### src/rtl/elevator_pkg.sv
// Shared constants and types for the elevator controller/plant interface.
package elevator_pkg;

  localparam logic [1:0] AC_STOP    = 2'b00;
  localparam logic [1:0] AC_UP      = 2'b10;
  localparam logic [1:0] AC_DOWN    = 2'b01;
  localparam logic [1:0] AC_ILLEGAL = 2'b11;

  localparam logic [1:0] S_IDLE  = 2'd0;
  localparam logic [1:0] S_UP    = 2'd1;
  localparam logic [1:0] S_DOWN  = 2'd2;
  localparam logic [1:0] S_FAULT = 2'd3;

  typedef logic [1:0] floor_t;

  typedef enum logic [1:0] {
    IDLE  = S_IDLE,
    UP    = S_UP,
    DOWN  = S_DOWN,
    FAULT = S_FAULT
  } car_state_t;

endpackage

### src/rtl/elevator_floor_strobe.sv
// Floor-mark detection: one-cycle sensor pulse on arrival at a mark, plus last-floor register.
module elevator_floor_strobe
  import elevator_pkg::*;
#(
  parameter int TRAVEL_CYCLES = 16,
  parameter int POS_W         = $clog2(2*TRAVEL_CYCLES+1)
) (
  input  logic             clk,
  input  logic             rst_n,
  input  logic [POS_W-1:0] pos_next,
  input  logic             hold,
  output logic             s1,
  output logic             s2,
  output logic             s3,
  output floor_t           floor,
  output logic             at_floor
);

  localparam logic [POS_W-1:0] MARK1 = '0;
  localparam logic [POS_W-1:0] MARK2 = POS_W'(TRAVEL_CYCLES);
  localparam logic [POS_W-1:0] MARK3 = POS_W'(2*TRAVEL_CYCLES);

  logic [POS_W-1:0] pos_prev;
  logic             at1, at2, at3;
  logic             arrive;

  assign at1 = (pos_next == MARK1);
  assign at2 = (pos_next == MARK2);
  assign at3 = (pos_next == MARK3);
  // A pulse needs a real arrival: holding at a mark or a frozen car never strobes.
  assign arrive = (pos_next != pos_prev) && !hold;

  always_ff @(posedge clk or negedge rst_n) begin
    if (!rst_n) begin
      pos_prev <= '0;
      s1       <= 1'b0;
      s2       <= 1'b0;
      s3       <= 1'b0;
      floor    <= 2'd1;
      at_floor <= 1'b1;
    end else begin
      pos_prev <= pos_next;
      at_floor <= at1 | at2 | at3;
      s1       <= arrive & at1;
      s2       <= arrive & at2;
      s3       <= arrive & at3;
      if (arrive && at1) floor <= 2'd1;
      else if (arrive && at2) floor <= 2'd2;
      else if (arrive && at3) floor <= 2'd3;
    end
  end

endmodule

### config.mk
export PLATFORM = sky130hd
export DESIGN_NAME = elevator_floor_strobe
export DESIGN_NICKNAME = d
export VERILOG_FILES = /design/src/rtl/elevator_pkg.sv /design/src/rtl/elevator_floor_strobe.sv
export SDC_FILE = /design/constraint.sdc
export NUM_CORES = 1
export LEC_CHECK = 0
export CORE_AREA = 2 2 39 41
export CTS_BUF_LIST = sky130_fd_sc_hd__clkbuf_16
export CTS_CLUSTER_DIAMETER = 50
export DETAILED_ROUTE_END_ITERATION = 6
export DIE_AREA = 0 0 41 43
export GPL_ROUTABILITY_DRIVEN = 0
export PLACE_DENSITY = 0.72
export SYNTH_ARGS = -nofsm -noshare
export SYNTH_HDL_FRONTEND = slang
export SYNTH_SLANG_ARGS = --single-unit
export TNS_END_PERCENT = 100
### constraint.sdc
create_clock -name clk -period 1.4 [get_ports clk]
set_clock_uncertainty 0.15 [all_clocks]
set_input_delay 0.21 -clock clk [delete_from_list [all_inputs] [get_ports clk]]
set_output_delay 0.21 -clock clk [all_outputs]
set_load 0.03 [all_outputs]
==> metrics.md, run 1 <==
| Metric | Value |
|---|---|
| Simple-Gate Fraction of Synth Area | 0.135 |
| Die Y | 43 um |
| Synth Area in XOR/XNOR | 0.111 |
| RSZ-0062 raised after global routing | true |
| Nets | 69 |
| Synthesis-to-finish area growth | 59.8% |
| Mean Syn Cell Area | 13.5 um^2 |
| Initial DRT Pass Iterations | 2 |
| Worst endpoint data arrival time | 1.36 ns |
| Max incr delay on CP | 0.50 ns |
| Adder-Cell Fraction of Synth Area | 0 |
| Yosys warns | 0 |
| Crit path kind | input pin to register |
| Maxcap violations | 0 |
| Max FO, Critical Path | 5 |
| Post-CTS Hold Buffers | 0 |
| Total track usage | 0.126 |
| CP startpoint kind | input pin |
| Max-slew headroom | 0.802 |
| Worst-path cell chain | dlygate4sd2_1, or4_4, nor2_4, o21ai_4, a2bb2oi_2 |
| Complex-gate fraction of the synthesized area | 0.0979 |
| Combinational family with the most area after synthesis | simple AND/OR/NAND/NOR gates |
| Post-Syn Area | 473 um^2 |
| Worst EP required | 1.36 ns |
| Final setup violating endpoints | 0 |
| Status | completed |
| Final instance area | 756 um^2 |
| Final Hold Viols | 0 |
| Hold Path Class | input pin to asynchronous set/reset pin |
| Setup crit end kind | register |
| P_leak | 0.336 nW |
| Ports | 15 |
| DR DRC count | 0 |
| # diodes | 0 |
| Total setup buffers inserted after CTS | 0 |
| Post-synthesis mux area share | 0 |
| DRC violation total after the first TritonRoute iteration | 1 |
| Critical path buffers and inverters | 1 |
| Initial core utilization | 0.342 |
| Root buf cell | clkbuf_16 |
| DR WL/cell | 11.5 um |
| Largest net degree at the start of global routing | 13 |
| Initial antenna violation count | 0 |
| Worst-Margin Slew | 0.298 ns |
| Vias in the first global route | 334 |
| Slowest-stage cell, CP | or4_4 |
| Site Rows | 14 |
| Syn Nets | 44 |
| I/O Buffers | 14 |
| Distinct cells, synth | 17 |
| Register area share after synthesis | 0.640 |
| Vias | 337 |
| Total CTS buffers | 3 |
| Final slew viol count | 0 |
| Design Power | 1.03 mW |
| Core area | 1380 um^2 |
| Post-layout util | 0.546 |
| Clk sinks | 12 |
| Via density | 4.55 |
| Post-place instance area | 673 um^2 |
| Clk Latency, worst-skew pair | 0.23 ns |
| Filler Cell Count | 129 |
| FMAX | 0.716 GHz |
| CTS tree | done |
| Maximum clock insertion buffer count | 2 |
| Share of post-route cells with drive strength above 1 | 0.345 |
| Synth Instances | 35 |
| Die width | 41 um |
| Clock-pin slew on the worst setup and hold paths | 0.04 ns |
| CTS H-Tree Depth | 1 |
| Antenna Nets Post-Route | 0 |
| Die area | 1760 um^2 |
| Grt total ovfl | 0 |
| Crit-path leading delay family | simple AND/OR/NAND/NOR gates |
| Period utilisation layout | 0.997 |
| First-pass GRT wire length | 1.45 mm |
| Final wirelength | 851 um |
| Max VDD drop | 0.000899 V |
| Min Tclk post-route | 1.40 ns |
| Synthesized flop and latch total | 12 |
| Cell Pwr Density | 1360 nW/um^2 |
## layer usage
metal / up-vias / global-route usage / share of wire
met3: 0 / 0.0314 / 0.092
met4: 0 / 0.0800 / 0
met2: 13 / 0.172 / 0.48
li1: 169 / - / -
met1: 155 / 0.169 / 0.42
met5: - / 0 / 0
## timing repair
item,in CTS,in global routing
setup endpoints to repair,9,5
resized for setup,13,1
pin swaps,7,2
endpoints found under the hold margin,0,0
## layout make-up
| cell class | instances | area (um^2) | share of cell area |
|---|---|---|---|
| flip-flops and latches | 12 | 303 | 0.401 |
| multi-input cells | 21 | 179 | 0.237 |
| repair buffers | 20 | 171 | 0.227 |
| clock buffers | 3 | 75.1 | 0.0993 |
| well taps | 16 | 20.0 | 0.0265 |
| inverters | 2 | 7.51 | 0.00993 |
## synthesized netlist by cell type, drive strengths merged
library cell | number | area share
dfstp | 2 | 0.11
xnor2 | 6 | 0.11
or4 | 1 | 0.024
a21oi | 1 | 0.011
nor3b | 1 | 0.026
nor3 | 1 | 0.011
or2 | 1 | 0.013
a2bb2oi | 1 | 0.019
o21ai | 1 | 0.019
nor2 | 2 | 0.032
o211ai | 2 | 0.032
nand2 | 2 | 0.016
dfrtp | 10 | 0.53
o2bb2ai | 1 | 0.019
inv | 2 | 0.016
nand4 | 1 | 0.013
## placed cells by master (no fill, tap or decap), types with 2 or more instances in the layout
| master | count |
|---|---|
| dfrtp_1 | 10 |
| buf_4 | 8 |
| dlygate4sd2_1 | 7 |
| xnor2_1 | 6 |
| clkbuf_16 | 3 |
| clkdlybuf4s50_1 | 3 |
| inv_1 | 2 |
| o211ai_1 | 2 |
| dfstp_2 | 2 |
| clkdlybuf4s15_1 | 2 |
## metrics by stage
step | worst slack [ns] | hold WS (ns) | cells | setup TNS (ns)
after floorplan | 0.0549 | -0.236 | 35 | 0
after global placement | -0.404 | 0.332 | 71 | -2.05
after detailed placement | -0.451 | 0.329 | 71 | -2.19
after CTS | 0.00124 | 0.133 | 74 | 0
after global routing | -0.0737 | 0.141 | 74 | -0.216
final | 0.00414 | 0.131 | 74 | 0
## report_power, final
group	internal, mW	total [mW]	switching [mW]
Combinational	0.0684	0.146	0.0776
Sequential	0.376	0.386	0.00984
Clock	0.370	0.496	0.126
## cell families (layout without fill, tap and decap cells)
family / after synthesis / in the layout
compound gates: 6 / 6
xor+xnor: 6 / 6
buf+inv: 2 / 25
flops: 12 / 12
simple gates: 9 / 9
## worst register-to-register path: stages, from the launching register on
cell and delay, ns:
dfrtp_1 0.37, xnor2_1 0.16, nand4_1 0.23, o21ai_4 0.26, a2bb2oi_2 0.14
## registers in the layout, indices dropped and copies added (netlist names)
signal and flops:
s1 1, floor 2, at_floor 1, pos_prev 6, s3 1, s2 1
## path summary, 6_finish.rpt
| kind | start | end | slack (ns) | cells after the start |
|---|---|---|---|---|
| max | pos_next[1] | floor[1] | 0.004 | 5 |
| min | rst_n | pos_prev[1] | 0.13 | 2 |
| max reg2reg | pos_prev[5] | floor[1] | 0.02 | 4 |
| min reg2reg | floor[0] | floor[0] | 0.34 | 1 |
| max in group asynchronous | rst_n | at_floor | 0.74 | 2 |
| min in group clk | pos_next[0] | pos_prev[0] | 0.14 | 1 |
No activity file was read; power rests on OpenSTA's default activity.
==> inputs of run 2 (changes only) <==
CELL_PAD_IN_SITES_DETAIL_PLACEMENT = 0   (was not set)
CELL_PAD_IN_SITES_GLOBAL_PLACEMENT = 1   (was not set)
CORE_AREA = not set   (was 2 2 39 41)
CORE_MARGIN = 1.5   (was not set)
CORE_UTILIZATION = 33   (was not set)
DIE_AREA = not set   (was 0 0 41 43)
PLACE_DENSITY = 0.81   (was 0.72)
==> metrics.md, run 2 (synthesized netlist as in run 1, its figures left out) <==
| Metric | Value |
|---|---|
| Initial core utilization | 0.359 |
| Design Power | 1.02 mW |
| Cell Pwr Density | 1370 nW/um^2 |
| FMAX | 0.717 GHz |
| Root buf cell | clkbuf_16 |
| DRC violation total after the first TritonRoute iteration | 0 |
| RR Endpoint | floor[1] |
| Synthesis-to-finish area growth | 57.4% |
| Max VDD drop | 0.000854 V |
| Final wirelength | 792 um |
| First-pass GRT wire length | 1.24 mm |
| Hold WS | 0.0553 ns |
| Die area | 1670 um^2 |
| Site Rows | 13 |
| Initial antenna violation count | 0 |
| Reg2Reg Depth | 4 |
| Top Registers | pos_prev (6), floor (2) |
| Largest register FFs | 6 |
| Clk Latency, worst-skew pair | 0.23 ns |
| Sequential cell area | 303 um^2 |
| Antenna Nets Post-Route | 0 |
| Via density | 4.75 |
| Ports | 15 |
| Largest Register | pos_prev |
| Reg2reg setup slack | 0.004 ns |
| Max FO, Critical Path | 5 |
| DR WL/cell | 10.8 um |
| CTS tree | done |
| Status | completed |
| Min Tclk post-route | 1.40 ns |
| Vias | 347 |
| Share of post-route cells with drive strength above 1 | 0.362 |
| Hold Path Class | input pin to register |
| Die width | 40.9 um |
| Final slew viol count | 0 |
| # diodes | 0 |
| Vias in the first global route | 302 |
| Worst-Margin Slew | 0.298 ns |
| Worst flop-to-flop path startpoint | pos_prev[5] |
| Initial DRT Pass Iterations | 1 |
| CP startpoint kind | register |
| Maxcap violations | 0 |
| Total track usage | 0.127 |
| Critical Path Start | pos_prev[5] |
| Crit path kind | register to register |
| CP Capture Point | floor[1] |
| I/O Buffers | 14 |
| Final setup violating endpoints | 0 |
| Placed cell count | 70 |
| P_leak | 0.340 nW |
| RSZ-0062 raised after global routing | true |
| Worst EP required | 1.41 ns |
| Total setup buffers inserted after CTS | 0 |
| Period utilisation layout | 0.997 |
| Setup crit end kind | register |
| DR DRC count | 0 |
| Detailed placement HPWL | 630 um |
| Area of the multi-input gates | 178 um^2 |
| CTS H-Tree Depth | 1 |
| Nets | 69 |
| Grt total ovfl | 0 |
| Largest net degree at the start of global routing | 13 |
| Most frequent cells in the layout | dfrtp_1 (10), buf_4 (8), dlygate4sd2_1 (6), xnor2_1 (5) |
| Total CTS buffers | 3 |
| Worst endpoint data arrival time | 1.40 ns |
| Commonest non-fill, non-tap cell in the layout | dfrtp_1 |
| Clk sinks | 12 |
| Die Y | 40.9 um |
| Max-slew headroom | 0.802 |
| Post-layout util | 0.565 |
| Final Hold Viols | 0 |
| Core area | 1320 um^2 |
| Filler Cell Count | 120 |
| Cell Count, Final, Fillers Out | 73 |
| Clock-pin slew on the worst setup and hold paths | 0.04 ns |
| Maximum clock insertion buffer count | 2 |
## run 2: area by class of cell
type	count	area share
Multi-Input combinational cell	21	0.239
Sequential cell	12	0.407
Tap cell	15	0.0252
Clock buffer	3	0.101
Timing Repair Buffer	20	0.218
Inverter	2	0.0101
## run 2: worst min path at each step
stage	startpoint	to	slack, ns	cells past startpoint
finish	pos_next[3]	pos_prev[3]	0.06	2
global route	pos_next[2]	pos_prev[2]	0.07	2
CTS	pos_next[0]	pos_prev[0]	0.12	1
detailed placement	floor[0]	floor[0]	0.34	1
global placement	floor[0]	floor[0]	0.33	1
floorplan	rst_n	floor[1]	-0.24	0
## run 2: where the power goes
| group | switching [mW] | internal (mW) | total (mW) |
|---|---|---|---|
| combinational | 0.0730 | 0.0654 | 0.138 |
| clock | 0.127 | 0.370 | 0.497 |
| sequential | 0.0109 | 0.376 | 0.387 |
| total | 0.211 | 0.811 | 1.02 |
## run 2: critical path, stage by stage, from the launching register on
cell and delay [ns]:
dfrtp_1 0.39, xnor2_2 0.14, nand4_1 0.23, o21ai_4 0.25
a2bb2oi_1 0.16
## run 2: repair_timing
item                       CTS  global route
hold buffers                 0             0
hold endpoints to repair     0             0
setup endpoints to repair    9             5
gates resized for setup     13             3
cloned                       0             0
pin swaps                    7             7
## run 2: stage by stage
step                setup slack, ns  instance area (um^2)  TNS [ns]
finish                      0.00437                   744         0
global placement             -0.409                   672     -2.07
CTS                        0.000570                   747         0
global route                -0.0711                   744    -0.204
detailed placement           -0.435                   672     -2.21
floorplan                    0.0549                   473         0
## run 2: per-layer routing
layer,part of all wire,GRT usage
met1,0.44,0.150
met2,0.47,0.180
met3,0.066,0.0489
met4,0.020,0.100
met5,0,0
==> inputs of run 3 (changes only) <==
CELL_PAD_IN_SITES_DETAIL_PLACEMENT = 1   (was 0)
==> metrics.md, run 3 (synthesized netlist as in run 1, its figures left out) <==
| Metric | Value |
|---|---|
| Vias in the first global route | 366 |
| Setup crit end kind | register |
| Commonest non-fill, non-tap cell in the layout | dfrtp_1 |
| Initial antenna violation count | 0 |
| Worst flop-to-flop path startpoint | pos_prev[5] |
| RR Endpoint | floor[0] |
| I/O Buffers | 14 |
| Share of post-route cells with drive strength above 1 | 0.441 |
| Synthesis-to-finish area growth | 68.8% |
| Final setup violating endpoints | 2 |
| Hold Path Class | input pin to register |
| Site Rows | 13 |
| CTS tree | done |
| RSZ-0062 raised after global routing | true |
| Final Hold Viols | 0 |
| Initial DRT Pass Iterations | 2 |
| Final slew viol count | 0 |
| Maximum clock insertion buffer count | 2 |
| DR DRC count | 0 |
| Clock share of power | 0.477 |
| Largest Register | pos_prev |
| Total track usage | 0.174 |
| DR WL/cell | 15.1 um |
| Hold WS | 0.124 ns |
| Max incr delay on CP | 0.39 ns |
| Post-CTS Hold Buffers | 0 |
| Crit path kind | register to register |
| Die area | 1670 um^2 |
| Die Y | 40.9 um |
| Min Tclk post-route | 1.51 ns |
| Worst-path cell chain | xnor2_2, nand4_1, buf_4, o211ai_1, o2bb2ai_1 |
| Core area | 1320 um^2 |
| Die width | 40.9 um |
| Status | finished with violations |
| CTS H-Tree Depth | 1 |
| Reg2reg setup slack | -0.11 ns |
| P_leak | 0.360 nW |
| Total CTS buffers | 3 |
| First-pass GRT wire length | 1.70 mm |
| Cell Pwr Density | 1320 nW/um^2 |
| Via density | 4.99 |
| Maxcap violations | 0 |
| Max VDD drop | 0.000728 V |
| Pint | 823 uW |
| Worst endpoint data arrival time | 1.52 ns |
| Ports | 15 |
| Crit-path leading delay family | flip-flops |
| Worst-Margin Slew | 0.300 ns |
| Initial core utilization | 0.359 |
| Area of the multi-input gates | 204 um^2 |
| Post-layout util | 0.606 |
| Largest register FFs | 6 |
| Reg2Reg Depth | 5 |
| Sequential cell area | 303 um^2 |
| Clock-pin slew on the worst setup and hold paths | 0.04 ns |
| Detailed placement HPWL | 669 um |
| Logic pwr share | 0.152 |
| Switching share of power | 0.216 |
| CP startpoint kind | register |
| Final wirelength | 1.12 mm |
| Switching pwr | 227 uW |
| Worst EP required | 1.41 ns |
| Critical path buffers and inverters | 1 |
| Grt total ovfl | 0 |
| Root buf cell | clkbuf_16 |
| Sequential share of power | 0.371 |
| Post-route setup slack | -0.109 ns |
| Vias | 369 |
| FMAX | 0.663 GHz |
| Clk Latency, worst-skew pair | 0.23 ns |
| Nets | 70 |
| Filler Cell Count | 141 |
| Period utilisation layout | 1.08 |
| DRC violation total after the first TritonRoute iteration | 2 |
| Slowest-stage cell, CP | dfrtp_1 |
| CP Capture Point | floor[0] |
| Critical Path Start | pos_prev[5] |
| Max FO, Critical Path | 3 |
| Max-slew headroom | 0.801 |
| Design Power | 1.05 mW |
| Most frequent cells in the layout | dfrtp_1 (10), buf_4 (7), dlygate4sd2_1 (6) |
| Largest net degree at the start of global routing | 13 |
| Antenna Nets Post-Route | 0 |
| # diodes | 0 |
| Failing checks | negative setup slack |
| Clk sinks | 12 |
| CP Depth | 5 |
| Top Registers | pos_prev (6), floor (2) |
## run 3: changes by cell type in the layout (fill, tap and decap cells not counted), sizes merged
cell	previous run	this run
buf	8	9
clkdlybuf4s15	1	3
clkbuf	5	3
## run 3: per-layer routing
layer / vias to the layer above / share of wire / GRT usage
met5: - / 0 / 0
met4: 0 / 0.024 / 0.100
met2: 17 / 0.50 / 0.281
met1: 178 / 0.42 / 0.203
li1: 169 / - / -
met3: 5 / 0.056 / 0.0489
## run 3: how the worst min path moves through the flow
stage | start | to | slack, ns | cells past startpoint
2_1_floorplan | rst_n | floor[1] | -0.24 | 0
3_3_place_gp | floor[0] | floor[0] | 0.33 | 1
3_5_place_dp | floor[0] | floor[0] | 0.34 | 1
4_1_cts | pos_next[0] | pos_prev[0] | 0.12 | 1
5_1_grt | rst_n | pos_prev[4] | 0.14 | 2
6_report | pos_next[0] | pos_prev[0] | 0.12 | 1
## run 3: cell type report
type / count / area share
flip-flops and latches: 12 / 0.379
multi-input cells: 21 / 0.255
inverters: 2 / 0.00940
clock buffers: 3 / 0.0940
well taps: 15 / 0.0235
repair buffers: 21 / 0.238
## run 3: timing repair
action | in CTS | in global routing
pin swaps | 11 | 6
cloned | 0 | 0
setup buffers | 1 | 0
endpoints found under the setup margin | 9 | 5
gates resized for setup | 21 | 1
## run 3: stage by stage
| step | std cells | cell area (um^2) | worst slack [ns] | TNS, ns |
|---|---|---|---|---|
| after detailed placement | 70 | 672 | -0.438 | -2.24 |
| after floorplan | 35 | 473 | 0.0549 | 0 |
| after global placement | 70 | 672 | -0.409 | -2.07 |
| after global routing | 74 | 798 | -0.192 | -0.363 |
| final | 74 | 798 | -0.109 | -0.139 |
| after CTS | 74 | 793 | -0.106 | -0.140 |
## run 3: power by group through the flow
stage          Clock [mW]  Combinational (mW)  Sequential, mW
6_report            0.501               0.160           0.389
3_5_place_dp            0               0.147           0.391
4_1_cts             0.506               0.160           0.389
2_1_floorplan           0              0.0382           0.418
5_1_grt             0.523               0.172           0.392
3_3_place_gp            0               0.144           0.391
## run 3: worst register-to-register path, delay by kind of cell (launching register included)
kind,cells,cell delay (ns)
flip-flops,1,0.39
XOR/XNOR,1,0.16
AND/OR/NAND/NOR,1,0.22
AO/OA/AOI/OAI,2,0.32
buffers and inverters,1,0.20
